`config.mk`:
```
export PLATFORM = sky130hd
export DESIGN_NAME = smi_stream_arbiter
export DESIGN_NICKNAME = d
export VERILOG_FILES = /design/src/rtl/smi_pkg.sv /design/src/rtl/smi_rr_arbiter.sv /design/src/rtl/smi_stream_arbiter.sv
export SDC_FILE = /design/constraint.sdc
export NUM_CORES = 1
export LEC_CHECK = 0
export BUFFER_PORTS_ARGS = -buffer_cell sky130_fd_sc_hd__buf_4
export CAP_MARGIN = 10
export CORE_MARGIN = 8
export CORE_UTILIZATION = 54
export DETAILED_ROUTE_END_ITERATION = 10
export GPL_TIMING_DRIVEN = 0
export PLACE_DENSITY = 0.85
export SYNTH_ARGS = -nofsm -noshare
export SYNTH_HDL_FRONTEND = slang
export SYNTH_HIERARCHICAL = 1
export SYNTH_SLANG_ARGS = --single-unit
```
`constraint.sdc`:
```
create_clock -name i_sys_clk -period 2.6 [get_ports i_sys_clk]
set_input_delay 0.26 -clock i_sys_clk [delete_from_list [all_inputs] [get_ports i_sys_clk]]
set_output_delay 0.26 -clock i_sys_clk [all_outputs]
set_load 0.03 [all_outputs]
```
`src/rtl/smi_pkg.sv`:
```
// Shared constants and FSM encoding for the SMI streaming controller.
package smi_pkg;

    localparam int         MAX_CH             = 4;
    localparam logic [7:0] MODULE_VERSION_DEF = 8'h02;

    localparam logic [4:0] IOC_VERSION = 5'd0;
    localparam logic [4:0] IOC_STATUS  = 5'd1;
    localparam logic [4:0] IOC_MASK    = 5'd2;
    localparam logic [4:0] IOC_STATE   = 5'd3;

    typedef enum logic [1:0] {
        ST_IDLE  = 2'd0,
        ST_PULL  = 2'd1,
        ST_LOAD  = 2'd2,
        ST_SHIFT = 2'd3
    } smi_state_e;

endpackage

```
`src/rtl/smi_rr_arbiter.sv`:
```
// Combinational round-robin pick: first eligible channel after last_ch, wrapping.
module smi_rr_arbiter
    import smi_pkg::*;
#(
    parameter int NUM_CH = 2
) (
    input  logic [NUM_CH-1:0] i_eligible,
    input  logic [1:0]        i_last_ch,
    output logic [1:0]        o_grant,
    output logic              o_valid
);

    logic [MAX_CH-1:0] elig_pad;
    logic [1:0]        idx;

    always_comb begin
        elig_pad = MAX_CH'(i_eligible);
        o_grant  = 2'd0;
        o_valid  = 1'b0;
        idx      = 2'd0;
        for (int i = 1; i <= NUM_CH; i++) begin
            idx = 2'((int'(i_last_ch) + i) % NUM_CH);
            if (!o_valid && elig_pad[idx]) begin
                o_grant = idx;
                o_valid = 1'b1;
            end
        end
    end

endmodule

```
`src/rtl/smi_stream_arbiter.sv`:
```
// Round-robin drains sample FIFOs and serialises each word LSB byte first onto
// the SMI read bus, one byte per host strobe; small IOC register file alongside.
module smi_stream_arbiter
    import smi_pkg::*;
#(
    parameter int         NUM_CH         = 2,
    parameter int         DATA_W         = 32,
    parameter int         BURST_WORDS    = 16,
    parameter logic [7:0] MODULE_VERSION = MODULE_VERSION_DEF
) (
    input  logic                     i_sys_clk,
    input  logic                     i_rst,
    input  logic [4:0]               i_ioc,
    input  logic [7:0]               i_data_in,
    output logic [7:0]               o_data_out,
    input  logic                     i_cs,
    input  logic                     i_fetch_cmd,
    input  logic                     i_load_cmd,
    output logic [NUM_CH-1:0]        o_fifo_pull,
    input  logic [NUM_CH*DATA_W-1:0] i_fifo_pulled_data,
    input  logic [NUM_CH-1:0]        i_fifo_empty,
    input  logic [NUM_CH-1:0]        i_fifo_full,
    input  logic                     i_smi_soe_se,
    output logic [7:0]               o_smi_data_out,
    output logic                     o_smi_read_req,
    output logic [1:0]               o_active_ch
);

    localparam int              NBYTES    = DATA_W / 8;
    localparam int              BI_W      = (NBYTES > 1) ? $clog2(NBYTES) : 1;
    localparam logic [BI_W-1:0] LAST_BYTE = BI_W'(NBYTES - 1);

    smi_state_e        state_q, state_d;
    logic [1:0]        cur_ch_q, cur_ch_d;
    logic [1:0]        last_ch_q, last_ch_d;
    logic [7:0]        word_cnt_q, word_cnt_d;
    logic [BI_W-1:0]   byte_idx_q, byte_idx_d;
    logic [DATA_W-1:0] shift_q, shift_d;
    logic [NUM_CH-1:0] mask_q, mask_d;
    logic [7:0]        data_out_q, data_out_d;
    logic              sync1_q, sync1_d, sync2_q, sync2_d, edge_q, edge_d;

    logic [NUM_CH-1:0] eligible;
    logic [MAX_CH-1:0] elig_pad, pull_pad;
    logic              cur_elig, strobe;
    logic [1:0]        grant;
    logic              grant_valid;
    logic [DATA_W-1:0] pulled_word;
    logic [7:0]        status, rd_mux;
    logic              unused_data;

    assign unused_data = ^i_data_in;

    assign eligible = mask_q & ~i_fifo_empty;
    assign elig_pad = MAX_CH'(eligible);
    assign cur_elig = elig_pad[cur_ch_q];
    assign strobe   = sync2_q & ~edge_q;

    smi_rr_arbiter #(.NUM_CH(NUM_CH)) u_arb (
        .i_eligible (eligible),
        .i_last_ch  (last_ch_q),
        .o_grant    (grant),
        .o_valid    (grant_valid)
    );

    always_comb begin
        pulled_word = '0;
        for (int k = 0; k < NUM_CH; k++) begin
            if (cur_ch_q == 2'(k)) pulled_word = i_fifo_pulled_data[k*DATA_W +: DATA_W];
        end
    end

    // Host strobe crosses in through two flops; the third flop gives the rising edge.
    always_comb begin
        sync1_d = i_smi_soe_se;
        sync2_d = sync1_q;
        edge_d  = sync2_q;
    end

    always_comb begin
        state_d    = state_q;
        cur_ch_d   = cur_ch_q;
        last_ch_d  = last_ch_q;
        word_cnt_d = word_cnt_q;
        byte_idx_d = byte_idx_q;
        shift_d    = shift_q;
        case (state_q)
            ST_IDLE: begin
                if (grant_valid) begin
                    cur_ch_d   = grant;
                    word_cnt_d = 8'd0;
                    state_d    = ST_PULL;
                end
            end
            ST_PULL: state_d = ST_LOAD;
            ST_LOAD: begin
                shift_d    = pulled_word;
                byte_idx_d = '0;
                state_d    = ST_SHIFT;
            end
            ST_SHIFT: begin
                if (strobe) begin
                    if (byte_idx_q == LAST_BYTE) begin
                        word_cnt_d = word_cnt_q + 8'd1;
                        // Continuation re-checks eligibility so a mask cleared mid-word ends the grant.
                        if ((9'(word_cnt_q) + 9'd1 < 9'(BURST_WORDS)) && cur_elig) begin
                            state_d = ST_PULL;
                        end else begin
                            last_ch_d = cur_ch_q;
                            state_d   = ST_IDLE;
                        end
                    end else begin
                        byte_idx_d = byte_idx_q + 1'b1;
                        shift_d    = shift_q >> 8;
                    end
                end
            end
            default: state_d = ST_IDLE;
        endcase
    end

    always_comb begin
        status = 8'h00;
        for (int k = 0; k < NUM_CH; k++) begin
            status[2*k]   = i_fifo_empty[k];
            status[2*k+1] = i_fifo_full[k];
        end
        case (i_ioc)
            IOC_VERSION: rd_mux = MODULE_VERSION;
            IOC_STATUS:  rd_mux = status;
            IOC_MASK:    rd_mux = 8'(mask_q);
            IOC_STATE:   rd_mux = {state_q, 4'b0000, cur_ch_q};
            default:     rd_mux = 8'h00;
        endcase

        data_out_d = data_out_q;
        if (!i_cs)            data_out_d = 8'h00;
        else if (i_fetch_cmd) data_out_d = rd_mux;

        mask_d = mask_q;
        if (i_cs && i_load_cmd && i_ioc == IOC_MASK) mask_d = i_data_in[NUM_CH-1:0];
    end

    always_ff @(posedge i_sys_clk) begin
        if (i_rst) begin
            state_q    <= ST_IDLE;
            cur_ch_q   <= 2'd0;
            last_ch_q  <= 2'(NUM_CH - 1);
            word_cnt_q <= 8'd0;
            byte_idx_q <= '0;
            shift_q    <= '0;
            mask_q     <= '1;
            data_out_q <= 8'h00;
            sync1_q    <= 1'b0;
            sync2_q    <= 1'b0;
            edge_q     <= 1'b0;
        end else begin
            state_q    <= state_d;
            cur_ch_q   <= cur_ch_d;
            last_ch_q  <= last_ch_d;
            word_cnt_q <= word_cnt_d;
            byte_idx_q <= byte_idx_d;
            shift_q    <= shift_d;
            mask_q     <= mask_d;
            data_out_q <= data_out_d;
            sync1_q    <= sync1_d;
            sync2_q    <= sync2_d;
            edge_q     <= edge_d;
        end
    end

    always_comb begin
        pull_pad = '0;
        if (state_q == ST_PULL) pull_pad = MAX_CH'(1) << cur_ch_q;
    end

    assign o_fifo_pull    = pull_pad[NUM_CH-1:0];
    assign o_smi_read_req = (state_q == ST_SHIFT);
    assign o_smi_data_out = o_smi_read_req ? shift_q[7:0] : 8'h00;
    assign o_active_ch    = cur_ch_q;
    assign o_data_out     = data_out_q;

endmodule

```
==> impl_metrics.prom, run 1 <==
# TYPE chip_impl_metric gauge
chip_impl_metric{name="io_pins",unit=""} 108
chip_impl_metric{name="layout-area-overhead-vs-synth",unit="%"} 34.9
chip_impl_metric{name="via_count",unit=""} 3066
chip_impl_metric{name="finalWirelength",unit="um"} 9090
chip_impl_metric{name="dp_hpwl",unit="um"} 6680
chip_impl_metric{name="cts_resized",unit=""} 0
chip_impl_metric{name="timing_hold_violations_final",unit=""} 0
chip_impl_metric{name="core.rowCount",unit=""} 27
chip_impl_metric{name="cts-buffers-inserted",unit=""} 9
chip_impl_metric{name="critPathMaxFanout",unit=""} 16
chip_impl_info{name="holdCritPathClass",value="in2reg"} 1
chip_impl_metric{name="ratio_of_cells_with_drive_above_1_in_the_final_layout",unit=""} 0.370
chip_impl_info{name="mostFrequentLayoutCell",value="sky130_fd_sc_hd__buf_4"} 1
chip_impl_metric{name="fin_nets",unit=""} 550
chip_impl_metric{name="floorplan.initialDensity",unit=""} 0.561
chip_impl_metric{name="max_slew.worst_pin.slew",unit="ns"} 0.610
chip_impl_metric{name="grt_start_max_net_pins",unit=""} 11
chip_impl_metric{name="numClockSinks",unit=""} 58
chip_impl_metric{name="grt_antenna_before_repair",unit=""} 0
chip_impl_metric{name="relSlewSlack",unit=""} 0.582
chip_impl_metric{name="final-setup-viol-count",unit=""} 0
chip_impl_metric{name="totalNegativeSetupSlack",unit="ns"} 0
chip_impl_metric{name="period_needed",unit="ns"} 2.18
chip_impl_metric{name="drt-pass1-iter-count",unit=""} 5
chip_impl_metric{name="total_area_of_multi_input_combinational_cells",unit="um2"} 1770
chip_impl_metric{name="post_dr_vias_cell",unit=""} 5.74
chip_impl_metric{name="arrival",unit="ns"} 1.92
chip_impl_metric{name="synth_area",unit="um2"} 3090
chip_impl_metric{name="drt_first_iter_violations",unit=""} 251
chip_impl_info{name="timing_worst_setup_path_type",value="reg2out"} 1
chip_impl_metric{name="vias_in_the_first_global_route",unit=""} 3085
chip_impl_info{name="run_status",value="completed"} 1
chip_impl_metric{name="achievable-frequency",unit="MHz"} 458
chip_impl_metric{name="port_buffers",unit=""} 98
chip_impl_metric{name="ant_nets",unit=""} 0
chip_impl_metric{name="globalRouteOverflowTotal",unit=""} 0
chip_impl_metric{name="fin_crit_sh",unit=""} 0.839
chip_impl_metric{name="depth_of_the_cts_h_tree",unit=""} 3
chip_impl_info{name="clockRootBuffer",value="sky130_fd_sc_hd__clkbuf_8"} 1
chip_impl_info{name="mostFrequentLayoutCells",value="sky130_fd_sc_hd__buf_4 (102), sky130_fd_sc_hd__dfxtp_1 (58), sky130_fd_sc_hd__nor2_1 (52), sky130_fd_sc_hd__mux2_2 (34), sky130_fd_sc_hd__nor3_1 (27)"} 1
chip_impl_metric{name="core-area",unit="um2"} 5510
chip_impl_metric{name="rrSetupSlack",unit="ns"} 0.49
chip_impl_info{name="clock_tree_from_tritoncts",value="built"} 1
chip_impl_metric{name="syn_area_per_cell",unit="um2"} 8.88
chip_impl_info{name="rsz_0062_raised_after_global_routing",value="false"} 1
chip_impl_info{name="crit_path_start_kind",value="flip-flop"} 1
chip_impl_metric{name="antenna_diode_count",unit=""} 0
chip_impl_metric{name="clk_latency",unit="ns"} 0.33
chip_impl_metric{name="cts_hold_buffers",unit=""} 0
chip_impl_metric{name="routed_wire_length_per_instance",unit="um"} 17.0
chip_impl_metric{name="routabilityCongestion",unit=""} 0.881
chip_impl_metric{name="final.setup_skew",unit="ns"} 0.00929
chip_impl_metric{name="drc",unit=""} 0
chip_impl_metric{name="clk_transition_reported_paths",unit="ns"} 0.07
chip_impl_metric{name="clock_tree.buffer_depth",unit=""} 2
chip_impl_info{name="cp-end-kind",value="output pin"} 1
chip_impl_metric{name="timing.max_cap.violations",unit=""} 0
chip_impl_metric{name="post_cts.repair.setup_buffers",unit=""} 0
chip_impl_metric{name="total_leakage_power",unit="nW"} 1.72
chip_impl_metric{name="ir_drop",unit="mV"} 0.485
chip_impl_metric{name="p_per_area",unit="nW/um2"} 843
chip_impl_metric{name="num-fill-cells",unit=""} 395
chip_impl_metric{name="dieWidth",unit="um"} 91.7
chip_impl_metric{name="design.die.area",unit="um2"} 8400
chip_impl_metric{name="synthCells",unit=""} 348
chip_impl_metric{name="crit_required",unit="ns"} 2.34
chip_impl_metric{name="timing.final.max_slew_violations",unit=""} 0
chip_impl_metric{name="global_route_wire_length_before_repair",unit="um"} 14900
chip_impl_metric{name="seqCellArea",unit="um2"} 1160
chip_impl_metric{name="grt_usage",unit=""} 0.217
chip_impl_metric{name="postLayoutCoreUtil",unit=""} 0.757
chip_impl_metric{name="yosys_warnings",unit=""} 6
chip_impl_metric{name="die_height",unit="um"} 91.7
[sequential cells by signal (all words and copies together), names as in the netlist]
register     cells
state_q          2
mask_q           2
byte_idx_q       2
edge_d           1
sync1_q          1
last_ch_q        1
word_cnt_q       8
edge_q           1
shift_q         32
o_data_out       6
o_active_ch      2
[worst max-delay path, cell delays in order (launching register included)]
cell                       delay, ns
sky130_fd_sc_hd__dfxtp_1        0.41
sky130_fd_sc_hd__ha_1           0.24
sky130_fd_sc_hd__buf_6          0.20
sky130_fd_sc_hd__clkbuf_1       0.37
sky130_fd_sc_hd__and2_1         0.20
sky130_fd_sc_hd__buf_4          0.16
[metal layers]
metal	global-route usage	vias up	part of all wire
li1	-	1465	-
met1	0.254	1434	0.40
met2	0.353	154	0.48
met3	0.0701	13	0.10
met4	0.0955	0	0.018
met5	0	-	0
[worst paths after layout]
path / startpoint / to / cells after the start
min: i_data_in[0] / mask_q[0]$_SDFFE_PP1P_ / 2
max: state_q[1]$_SDFFE_PP0P_ / o_smi_data_out[4] / 5
max reg2reg: state_q[1]$_SDFFE_PP0P_ / shift_q[23]$_SDFFE_PP0P_ / 6
min reg2reg: sync1_q$_SDFF_PP0_ / edge_d$_SDFF_PP0_ / 1
[where the power goes]
group	switching (mW)	internal (mW)	total [mW]
clock	0.359	0.690	1.05
sequential	0.132	1.09	1.22
combinational	0.724	0.521	1.24
total	1.21	2.30	3.52
[layout make-up]
type	count	share of cell area
Tap cell	72	0.0216
Buffer	25	0.0360
Sequential cell	58	0.278
Clock buffer	12	0.0372
Multi-Input combinational cell	261	0.423
Clock inverter	4	0.0234
Timing Repair Buffer	98	0.176
Inverter	4	0.00360
[through the flow]
step	setup WS, ns	instances	cell area (um2)	hold slack (ns)	total power, mW
6_report	0.418	534	4170	0.131	3.52
4_1_cts	0.0805	535	4170	0.124	3.50
3_5_place_dp	0.478	519	3920	0.423	2.44
3_3_place_gp	0.492	519	3920	0.421	2.41
2_1_floorplan	0.599	349	3100	0.378	2.07
5_1_grt	0.293	534	4170	0.124	3.73
No activity file was read; power rests on OpenSTA's default activity.
==> run 2: changes to the inputs <==
--- a/config.mk
+++ b/config.mk
@@ -8,10 +8,10 @@
 export BUFFER_PORTS_ARGS = -buffer_cell sky130_fd_sc_hd__buf_4
 export CAP_MARGIN = 10
 export CORE_MARGIN = 8
-export CORE_UTILIZATION = 54
+export CORE_UTILIZATION = 50
 export DETAILED_ROUTE_END_ITERATION = 10
 export GPL_TIMING_DRIVEN = 0
-export PLACE_DENSITY = 0.85
+export PLACE_DENSITY = 0.8
 export SYNTH_ARGS = -nofsm -noshare
 export SYNTH_HDL_FRONTEND = slang
 export SYNTH_HIERARCHICAL = 1
==> constraint.sdc (replaced) <==
create_clock -name i_sys_clk -period 2.02 [get_ports i_sys_clk]
set_input_delay 0.202 -clock i_sys_clk [delete_from_list [all_inputs] [get_ports i_sys_clk]]
set_output_delay 0.202 -clock i_sys_clk [all_outputs]
set_load 0.03 [all_outputs]
==> run 2 against run 1 <==
Wire length fell by 4.4%. First-iteration DRC count is 43% lower. Clock skew shrank 0.0013 ns. Cell area fell by 1.0%. Critical path type is now reg2reg. Largest cell class unchanged.
==> impl_metrics.prom, run 2 (same netlist as run 1, synthesis figures left out) <==
# TYPE chip_impl_metric gauge
chip_impl_metric{name="grt_start_max_net_pins",unit=""} 11
chip_impl_info{name="top_cell_by_count_worst_path",value="sky130_fd_sc_hd__buf_2"} 1
chip_impl_metric{name="fin_crit_sh",unit=""} 0.988
chip_impl_metric{name="globalRouteMet3Util",unit=""} 0.0627
chip_impl_metric{name="critical_path_buf_inv_count",unit=""} 2
chip_impl_info{name="run_status",value="completed"} 1
chip_impl_metric{name="globalRouteOverflowTotal",unit=""} 0
chip_impl_metric{name="total_area_of_multi_input_combinational_cells",unit="um2"} 1770
chip_impl_metric{name="max_slew.worst_pin.slew",unit="ns"} 0.601
chip_impl_metric{name="depth_of_the_cts_h_tree",unit=""} 3
chip_impl_metric{name="dp_hpwl",unit="um"} 6720
chip_impl_metric{name="dieWidth",unit="um"} 94.6
chip_impl_info{name="rsz_0062_raised_after_global_routing",value="true"} 1
chip_impl_metric{name="grt_util_met1",unit=""} 0.240
chip_impl_metric{name="core.rowCount",unit=""} 28
chip_impl_metric{name="clk_transition_reported_paths",unit="ns"} 0.06
chip_impl_metric{name="grt_antenna_before_repair",unit=""} 0
chip_impl_metric{name="vias_in_the_first_global_route",unit=""} 2929
chip_impl_metric{name="layout.cells.non_filler",unit=""} 537
chip_impl_metric{name="io_pins",unit=""} 108
chip_impl_metric{name="dp_slack",unit="ns"} -0.0160
chip_impl_info{name="crit_path_cell_trace",value="buf_2 > buf_2 > mux2_2 > a221oi_1 > nor3_1"} 1
chip_impl_metric{name="crit_required",unit="ns"} 2.22
chip_impl_metric{name="clk_latency",unit="ns"} 0.33
chip_impl_metric{name="fin_nets",unit=""} 551
chip_impl_metric{name="routed_wire_length_per_instance",unit="um"} 16.2
chip_impl_info{name="timing.critical_path.max_delay_family",value="buffers and inverters"} 1
chip_impl_metric{name="post_dr_vias_cell",unit=""} 5.50
chip_impl_metric{name="grt_usage",unit=""} 0.192
chip_impl_metric{name="postLayoutCoreUtil",unit=""} 0.693
chip_impl_metric{name="routabilityCongestion",unit=""} 0.820
chip_impl_metric{name="design.die.area",unit="um2"} 8960
chip_impl_info{name="cp-end-kind",value="flip-flop"} 1
chip_impl_metric{name="antenna_diode_count",unit=""} 0
chip_impl_metric{name="via_count",unit=""} 2953
chip_impl_metric{name="clock_tree.buffer_depth",unit=""} 2
chip_impl_metric{name="critPathMaxStageDelay",unit="ns"} 0.38
chip_impl_metric{name="critPathMaxFanout",unit=""} 10
chip_impl_info{name="clock_tree_from_tritoncts",value="built"} 1
chip_impl_metric{name="power.switching_fraction",unit=""} 0.359
chip_impl_metric{name="dpl.cell_count",unit=""} 522
chip_impl_metric{name="floorplan.initialDensity",unit=""} 0.519
chip_impl_metric{name="final-setup-viol-count",unit=""} 0
chip_impl_metric{name="timing.final.max_slew_violations",unit=""} 0
chip_impl_metric{name="period_needed",unit="ns"} 2.00
chip_impl_metric{name="ant_nets",unit=""} 0
chip_impl_metric{name="numClockSinks",unit=""} 58
chip_impl_metric{name="cts_hold_buffers",unit=""} 0
chip_impl_metric{name="groute.layer.met2.usage",unit=""} 0.300
chip_impl_info{name="mostFrequentLayoutCells",value="sky130_fd_sc_hd__buf_4 (103), sky130_fd_sc_hd__dfxtp_1 (56), sky130_fd_sc_hd__nor2_1 (51), sky130_fd_sc_hd__mux2_2 (34), sky130_fd_sc_hd__nor3_1 (27)"} 1
chip_impl_metric{name="core-area",unit="um2"} 5960
chip_impl_metric{name="clockPowerShare",unit=""} 0.246
chip_impl_metric{name="global_route_wire_length_before_repair",unit="um"} 13700
chip_impl_metric{name="drt-pass1-iter-count",unit=""} 4
chip_impl_metric{name="cts_resized",unit=""} 6
chip_impl_metric{name="cell_internal_pwr",unit="mW"} 2.69
chip_impl_metric{name="total_switching_power",unit="mW"} 1.51
chip_impl_metric{name="relSlewSlack",unit=""} 0.588
chip_impl_metric{name="p_per_area",unit="nW/um2"} 1020
chip_impl_metric{name="ir_drop",unit="mV"} 0.538
chip_impl_metric{name="final.setup_skew",unit="ns"} 0.00803
chip_impl_info{name="holdCritPathClass",value="in2reg"} 1
chip_impl_info{name="crit_path_start_kind",value="flip-flop"} 1
chip_impl_metric{name="arrival",unit="ns"} 2.19
chip_impl_metric{name="largest_reg_flops",unit=""} 32
chip_impl_metric{name="total_leakage_power",unit="nW"} 1.70
chip_impl_metric{name="num-fill-cells",unit=""} 502
chip_impl_info{name="mostFrequentLayoutCell",value="sky130_fd_sc_hd__buf_4"} 1
chip_impl_metric{name="timing_hold_violations_final",unit=""} 0
chip_impl_metric{name="seqCellArea",unit="um2"} 1160
chip_impl_metric{name="achievable-frequency",unit="MHz"} 501
chip_impl_info{name="clockRootBuffer",value="sky130_fd_sc_hd__clkbuf_8"} 1
chip_impl_info{name="timing_worst_setup_path_type",value="reg2reg"} 1
chip_impl_info{name="largest_register",value="shift_q"} 1
chip_impl_metric{name="die_height",unit="um"} 94.6
chip_impl_metric{name="comb_power_share",unit=""} 0.379
chip_impl_metric{name="drc",unit=""} 0
chip_impl_metric{name="drt_first_iter_violations",unit=""} 142
chip_impl_metric{name="sequentialPowerShare",unit=""} 0.375
chip_impl_info{name="worst_path_max_delay_cell",value="sky130_fd_sc_hd__dfxtp_1"} 1
chip_impl_metric{name="timing.max_cap.violations",unit=""} 0
chip_impl_metric{name="layout-area-overhead-vs-synth",unit="%"} 33.5
chip_impl_metric{name="post_cts.repair.setup_buffers",unit=""} 0
chip_impl_metric{name="timing.final.ws_setup",unit="ns"} 0.0238
chip_impl_metric{name="hold-worst-slack",unit="ns"} 0.0676
chip_impl_info{name="gr-max-usage-layer",value="met2"} 1
chip_impl_metric{name="port_buffers",unit=""} 98
chip_impl_metric{name="ratio_of_cells_with_drive_above_1_in_the_final_layout",unit=""} 0.379
chip_impl_metric{name="cts-buffers-inserted",unit=""} 9
chip_impl_metric{name="finalWirelength",unit="um"} 8700
-- run 2: cell count changes in the layout (fill, tap and decap cells not counted), sizes merged --
| cell | delta |
|---|---|
| buf | +1 |
| bufinv | -2 |
| clkinv | +2 |
| clkinvlp | -1 |
-- run 2: power by group through the flow --
stage / registers [mW] / clock network [mW] / logic [mW]
global route: 1.60 / 1.10 / 1.77
floorplan: 1.55 / 0 / 1.12
CTS: 1.57 / 1.03 / 1.57
global placement: 1.58 / 0 / 1.52
finish: 1.57 / 1.03 / 1.59
detailed placement: 1.59 / 0 / 1.56
-- run 2: worst reg2reg max path, cell delays in order, from the launching register on --
cell,delay [ns]
sky130_fd_sc_hd__dfxtp_1,0.38
sky130_fd_sc_hd__buf_2,0.32
sky130_fd_sc_hd__buf_2,0.34
sky130_fd_sc_hd__mux2_2,0.38
sky130_fd_sc_hd__a221oi_1,0.36
sky130_fd_sc_hd__nor3_1,0.09
-- run 2: worst paths after layout --
path | from | cells past startpoint | slack (ns) | endpoint
worst max-delay path | o_active_ch[0]$_SDFFE_PP0P_ | 5 | 0.02 | shift_q[12]$_SDFFE_PP0P_
worst min register to register | sync1_q$_SDFF_PP0_ | 1 | 0.44 | edge_d$_SDFF_PP0_
worst max register to register | o_active_ch[0]$_SDFFE_PP0P_ | 5 | 0.02 | shift_q[12]$_SDFFE_PP0P_
worst min-delay path | i_rst | 2 | 0.07 | edge_q$_SDFF_PP0_
-- run 2: metal layers --
metal	share of wire	vias to the layer above
met2	0.46	110
met5	0	-
li1	-	1467
met1	0.43	1361
met4	0.020	0
met3	0.089	15
-- run 2: cell type report --
type                            count  area share
Multi-Input combinational cell    261       0.430
Sequential cell                    58       0.282
Timing Repair Buffer               98       0.178
Buffer                             26      0.0391
Clock buffer                       12      0.0352
Tap cell                           75      0.0227
Clock inverter                      3     0.00970
Inverter                            4     0.00364
-- run 2: through the flow --
step / cell area [um2] / TNS (ns) / power (mW)
2_1_floorplan: 3100 / 0 / 2.66
3_3_place_gp: 3930 / -0.0126 / 3.10
3_5_place_dp: 3930 / -0.0160 / 3.15
4_1_cts: 4120 / 0 / 4.17
5_1_grt: 4130 / -0.393 / 4.47
6_report: 4130 / 0 / 4.20
==> run 3: changes to the inputs <==
--- a/config.mk
+++ b/config.mk
@@ -12,7 +12,7 @@
 export DETAILED_ROUTE_END_ITERATION = 10
 export GPL_TIMING_DRIVEN = 0
 export PLACE_DENSITY = 0.8
+export SETUP_SLACK_MARGIN = 0.5
 export SYNTH_ARGS = -nofsm -noshare
 export SYNTH_HDL_FRONTEND = slang
-export SYNTH_HIERARCHICAL = 1
 export SYNTH_SLANG_ARGS = --single-unit
==> run 3 against run 2 <==
Worst setup slack improved by 0.13 ns. Largest cell class unchanged. Critical path depth unchanged. Critical path type unchanged. Non-clock buffer count is 30 higher. Worst hold slack got worse by 0.0081 ns. Cell area grew 18%. Cell count increased by 9.1%. Register-to-register slack improved by 0.13 ns. Clock power increased by 7%. Wire length rose by 35%.
==> impl_metrics.prom, run 3 <==
# TYPE chip_impl_metric gauge
chip_impl_metric{name="hold-path-cell-count",unit=""} 2
chip_impl_metric{name="largest_reg_flops",unit=""} 32
chip_impl_metric{name="postPlaceCellArea",unit="um2"} 3980
chip_impl_metric{name="timing_hold_violations_final",unit=""} 0
chip_impl_metric{name="via_count",unit=""} 3445
chip_impl_info{name="post-synth-top-count-cell",value="sky130_fd_sc_hd__nand2_1"} 1
chip_impl_metric{name="clk_latency",unit="ns"} 0.35
chip_impl_metric{name="final_area",unit="um2"} 4870
chip_impl_info{name="synth_common_cells",value="sky130_fd_sc_hd__nand2_1 (60), sky130_fd_sc_hd__dfxtp_1 (57), sky130_fd_sc_hd__a21oi_1 (40)"} 1
chip_impl_metric{name="grt_antenna_before_repair",unit=""} 0
chip_impl_metric{name="dpl.cell_count",unit=""} 540
chip_impl_metric{name="final-setup-viol-count",unit=""} 0
chip_impl_info{name="clockRootBuffer",value="sky130_fd_sc_hd__clkbuf_8"} 1
chip_impl_metric{name="synth_enable_flop_cells",unit=""} 0
chip_impl_info{name="largest_register",value="shift_q"} 1
chip_impl_info{name="synth_area_leader_cell",value="sky130_fd_sc_hd__dfxtp_1"} 1
chip_impl_info{name="holdCritPathClass",value="in2reg"} 1
chip_impl_metric{name="total_leakage_power",unit="nW"} 2.01
chip_impl_metric{name="critPathMaxFanout",unit=""} 5
chip_impl_metric{name="routed_wire_length_per_instance",unit="um"} 20.0
chip_impl_metric{name="yosys_warnings",unit=""} 0
chip_impl_metric{name="synth.yosys.seq_area_share",unit=""} 0.367
chip_impl_metric{name="dp_hpwl",unit="um"} 6830
chip_impl_metric{name="global_route_wire_length_before_repair",unit="um"} 15700
chip_impl_metric{name="syn_area_per_cell",unit="um2"} 8.50
chip_impl_metric{name="max_slew.worst_pin.slew",unit="ns"} 0.750
chip_impl_metric{name="drc",unit=""} 0
chip_impl_metric{name="final.setup_skew",unit="ns"} 0.0132
chip_impl_metric{name="floorplan.initialDensity",unit=""} 0.522
chip_impl_metric{name="layout.cells.non_filler",unit=""} 586
chip_impl_metric{name="relSlewSlack",unit=""} 0.500
chip_impl_info{name="cp-end-kind",value="flip-flop"} 1
chip_impl_info{name="ys_dominant_reg_cell",value="sky130_fd_sc_hd__dfxtp_1"} 1
chip_impl_metric{name="design.die.area",unit="um2"} 9000
chip_impl_metric{name="timing.max_cap.violations",unit=""} 0
chip_impl_metric{name="routabilityCongestion",unit=""} 0.859
chip_impl_metric{name="hold-worst-slack",unit="ns"} 0.0595
chip_impl_metric{name="timing.final.max_slew_violations",unit=""} 0
chip_impl_metric{name="io_pins",unit=""} 108
chip_impl_metric{name="synth_area",unit="um2"} 3110
chip_impl_metric{name="synthArstFlopShare",unit=""} 0
chip_impl_metric{name="totalNegativeSetupSlack",unit="ns"} 0
chip_impl_info{name="rsz_0062_raised_after_global_routing",value="true"} 1
chip_impl_info{name="mostFrequentLayoutCell",value="sky130_fd_sc_hd__buf_4"} 1
chip_impl_metric{name="layout-area-overhead-vs-synth",unit="%"} 56.7
chip_impl_metric{name="ratio_of_cells_with_drive_above_1_in_the_final_layout",unit=""} 0.466
chip_impl_metric{name="power.total",unit="mW"} 4.80
chip_impl_metric{name="synthCells",unit=""} 366
chip_impl_metric{name="period_needed",unit="ns"} 1.86
chip_impl_metric{name="depth_of_the_cts_h_tree",unit=""} 3
chip_impl_metric{name="post_dr_vias_cell",unit=""} 5.88
chip_impl_info{name="worst_r2r_endpoint",value="state_q[0]$_SDFFE_PP0P_"} 1
chip_impl_metric{name="antenna_diode_count",unit=""} 0
chip_impl_metric{name="ir_drop",unit="mV"} 0.841
chip_impl_metric{name="crit_required",unit="ns"} 2.28
chip_impl_metric{name="drt-pass1-iter-count",unit=""} 5
chip_impl_metric{name="timing.reg2reg.worst_path_depth",unit=""} 5
chip_impl_metric{name="die_height",unit="um"} 94.9
chip_impl_info{name="crit_path_start_kind",value="flip-flop"} 1
chip_impl_metric{name="rrSetupSlack",unit="ns"} 0.16
chip_impl_info{name="timing_worst_setup_path_type",value="reg2reg"} 1
chip_impl_info{name="run_status",value="completed"} 1
chip_impl_metric{name="achievable-frequency",unit="MHz"} 536
chip_impl_metric{name="dieWidth",unit="um"} 94.9
chip_impl_metric{name="grt_start_max_net_pins",unit=""} 11
chip_impl_metric{name="clk_transition_reported_paths",unit="ns"} 0.08
chip_impl_metric{name="ys_ff_latch",unit=""} 57
chip_impl_info{name="synth.top_cells.by_area",value="sky130_fd_sc_hd__dfxtp_1 (37%), sky130_fd_sc_hd__mux2i_1 (12%), sky130_fd_sc_hd__nand2_1 (7.2%)"} 1
chip_impl_metric{name="numClockSinks",unit=""} 57
chip_impl_metric{name="core-area",unit="um2"} 5960
chip_impl_metric{name="cts-buffers-inserted",unit=""} 9
chip_impl_metric{name="finalWirelength",unit="um"} 11700
chip_impl_metric{name="vias_in_the_first_global_route",unit=""} 3271
chip_impl_metric{name="drt_first_iter_violations",unit=""} 257
chip_impl_metric{name="clock_tree.buffer_depth",unit=""} 2
chip_impl_metric{name="arrival",unit="ns"} 2.13
chip_impl_metric{name="fin_nets",unit=""} 600
chip_impl_metric{name="yosys.area.top_type_share",unit=""} 0.367
chip_impl_metric{name="grt_usage",unit=""} 0.224
chip_impl_metric{name="cts_hold_buffers",unit=""} 0
chip_impl_info{name="hold_path_startpoint",value="i_data_in[0]"} 1
chip_impl_info{name="critical_path.reg2reg.startpoint",value="word_cnt_q[5]$_SDFFE_PP0P_"} 1
chip_impl_metric{name="port_buffers",unit=""} 97
chip_impl_metric{name="post_synth_num_cell_types",unit=""} 47
chip_impl_info{name="mostFrequentLayoutCells",value="sky130_fd_sc_hd__buf_4 (111), sky130_fd_sc_hd__nand2_1 (52), sky130_fd_sc_hd__dfxtp_1 (51), sky130_fd_sc_hd__mux2i_1 (36), sky130_fd_sc_hd__o211ai_1 (27)"} 1
chip_impl_metric{name="fin_crit_sh",unit=""} 0.923
chip_impl_metric{name="globalRouteOverflowTotal",unit=""} 0
chip_impl_info{name="holdPathEnd",value="mask_q[0]$_SDFFE_PP1P_"} 1
chip_impl_metric{name="p_per_area",unit="nW/um2"} 985
chip_impl_info{name="clock_tree_from_tritoncts",value="built"} 1
chip_impl_metric{name="ant_nets",unit=""} 0
chip_impl_metric{name="core.rowCount",unit=""} 28
[run 3: cell types whose count changed in the layout (fill, tap and decap cells not counted), moves of 24 or more]
| cell | before | now |
|---|---|---|
| sky130_fd_sc_hd__a221oi_1 | 24 | 0 |
| sky130_fd_sc_hd__mux2_2 | 34 | 1 |
| sky130_fd_sc_hd__mux2i_1 | 4 | 36 |
| sky130_fd_sc_hd__nand2_1 | 15 | 52 |
| sky130_fd_sc_hd__nor2_1 | 51 | 24 |
| sky130_fd_sc_hd__nor3_1 | 27 | 2 |
| sky130_fd_sc_hd__o211ai_1 | 0 | 27 |
[run 3: what timing repair did]
item,4_1_cts,5_1_grt
setup buffers,20,7
gates resized for setup,64,60
pin swaps,18,26
gates cloned,3,0
endpoints found under the setup margin,55,53
[run 3: how the worst max path moves through the flow]
stage | start | endpoint | slack, ns | cells past startpoint
after floorplan | state_q[0]$_SDFFE_PP0P_ | state_q[0]$_SDFFE_PP0P_ | 0.51 | 6
after global placement | state_q[0]$_SDFFE_PP0P_ | state_q[0]$_SDFFE_PP0P_ | 0.33 | 6
after detailed placement | state_q[0]$_SDFFE_PP0P_ | word_cnt_q[1]$_SDFFE_PP0P_ | 0.29 | 6
after CTS | state_q[0]$_SDFFE_PP0P_ | o_smi_data_out[5] | 0.33 | 6
after global routing | word_cnt_q[5]$_SDFFE_PP0P_ | state_q[0]$_SDFFE_PP0P_ | 0.15 | 5
final | word_cnt_q[5]$_SDFFE_PP0P_ | state_q[0]$_SDFFE_PP0P_ | 0.16 | 5
[run 3: per-layer routing]
layer / vias up / wire length [um] / global-route usage
li1: 1572 / - / -
met5: - / 0 / 0
met2: 196 / 5990 / 0.381
met1: 1637 / 4470 / 0.266
met4: 0 / 387 / 0.101
met3: 40 / 902 / 0.0421
[run 3: worst max-delay path, stage by stage, from the launching register on]
cell	delay, ns
sky130_fd_sc_hd__dfxtp_1	0.45
sky130_fd_sc_hd__and3_4	0.25
sky130_fd_sc_hd__nand4b_1	0.14
sky130_fd_sc_hd__a211oi_2	0.44
sky130_fd_sc_hd__nand4_1	0.23
sky130_fd_sc_hd__a311oi_2	0.25
[run 3: report_power, final]
| part | total [mW] | switching [mW] | internal, mW |
|---|---|---|---|
| clock network | 1.10 | 0.483 | 0.620 |
| logic | 2.24 | 1.16 | 1.09 |
| registers | 1.46 | 0.148 | 1.31 |
[run 3: kinds of logic (layout without fill, tap and decap cells)]
group           after synthesis  after routing  synth area share
other cells                   1              3           0.00121
fa+ha+maj                     7              7            0.0282
buf+inv                      33            176            0.0535
flops                        57             57             0.367
simple gates                135            135             0.218
xor+xnor                      5              5            0.0141
mux                          39             39             0.132
compound gates               89             89             0.187
[run 3: stage by stage]
step                 util  worst slack (ns)
global route        0.818             0.150
detailed placement  0.668             0.285
global placement    0.668             0.332
floorplan               -             0.505
CTS                 0.768             0.326
finish              0.818             0.156
[run 3: final cells by class]
cell class	instances	area (um2)
buffer	27	234
inverter	6	22.5
sequential	57	1150
multi-input combinational	278	2110
clock buffer	15	198
timing repair buffer	127	1050
tap	75	93.8
clock inverter	1	5.00
fill	336	1080
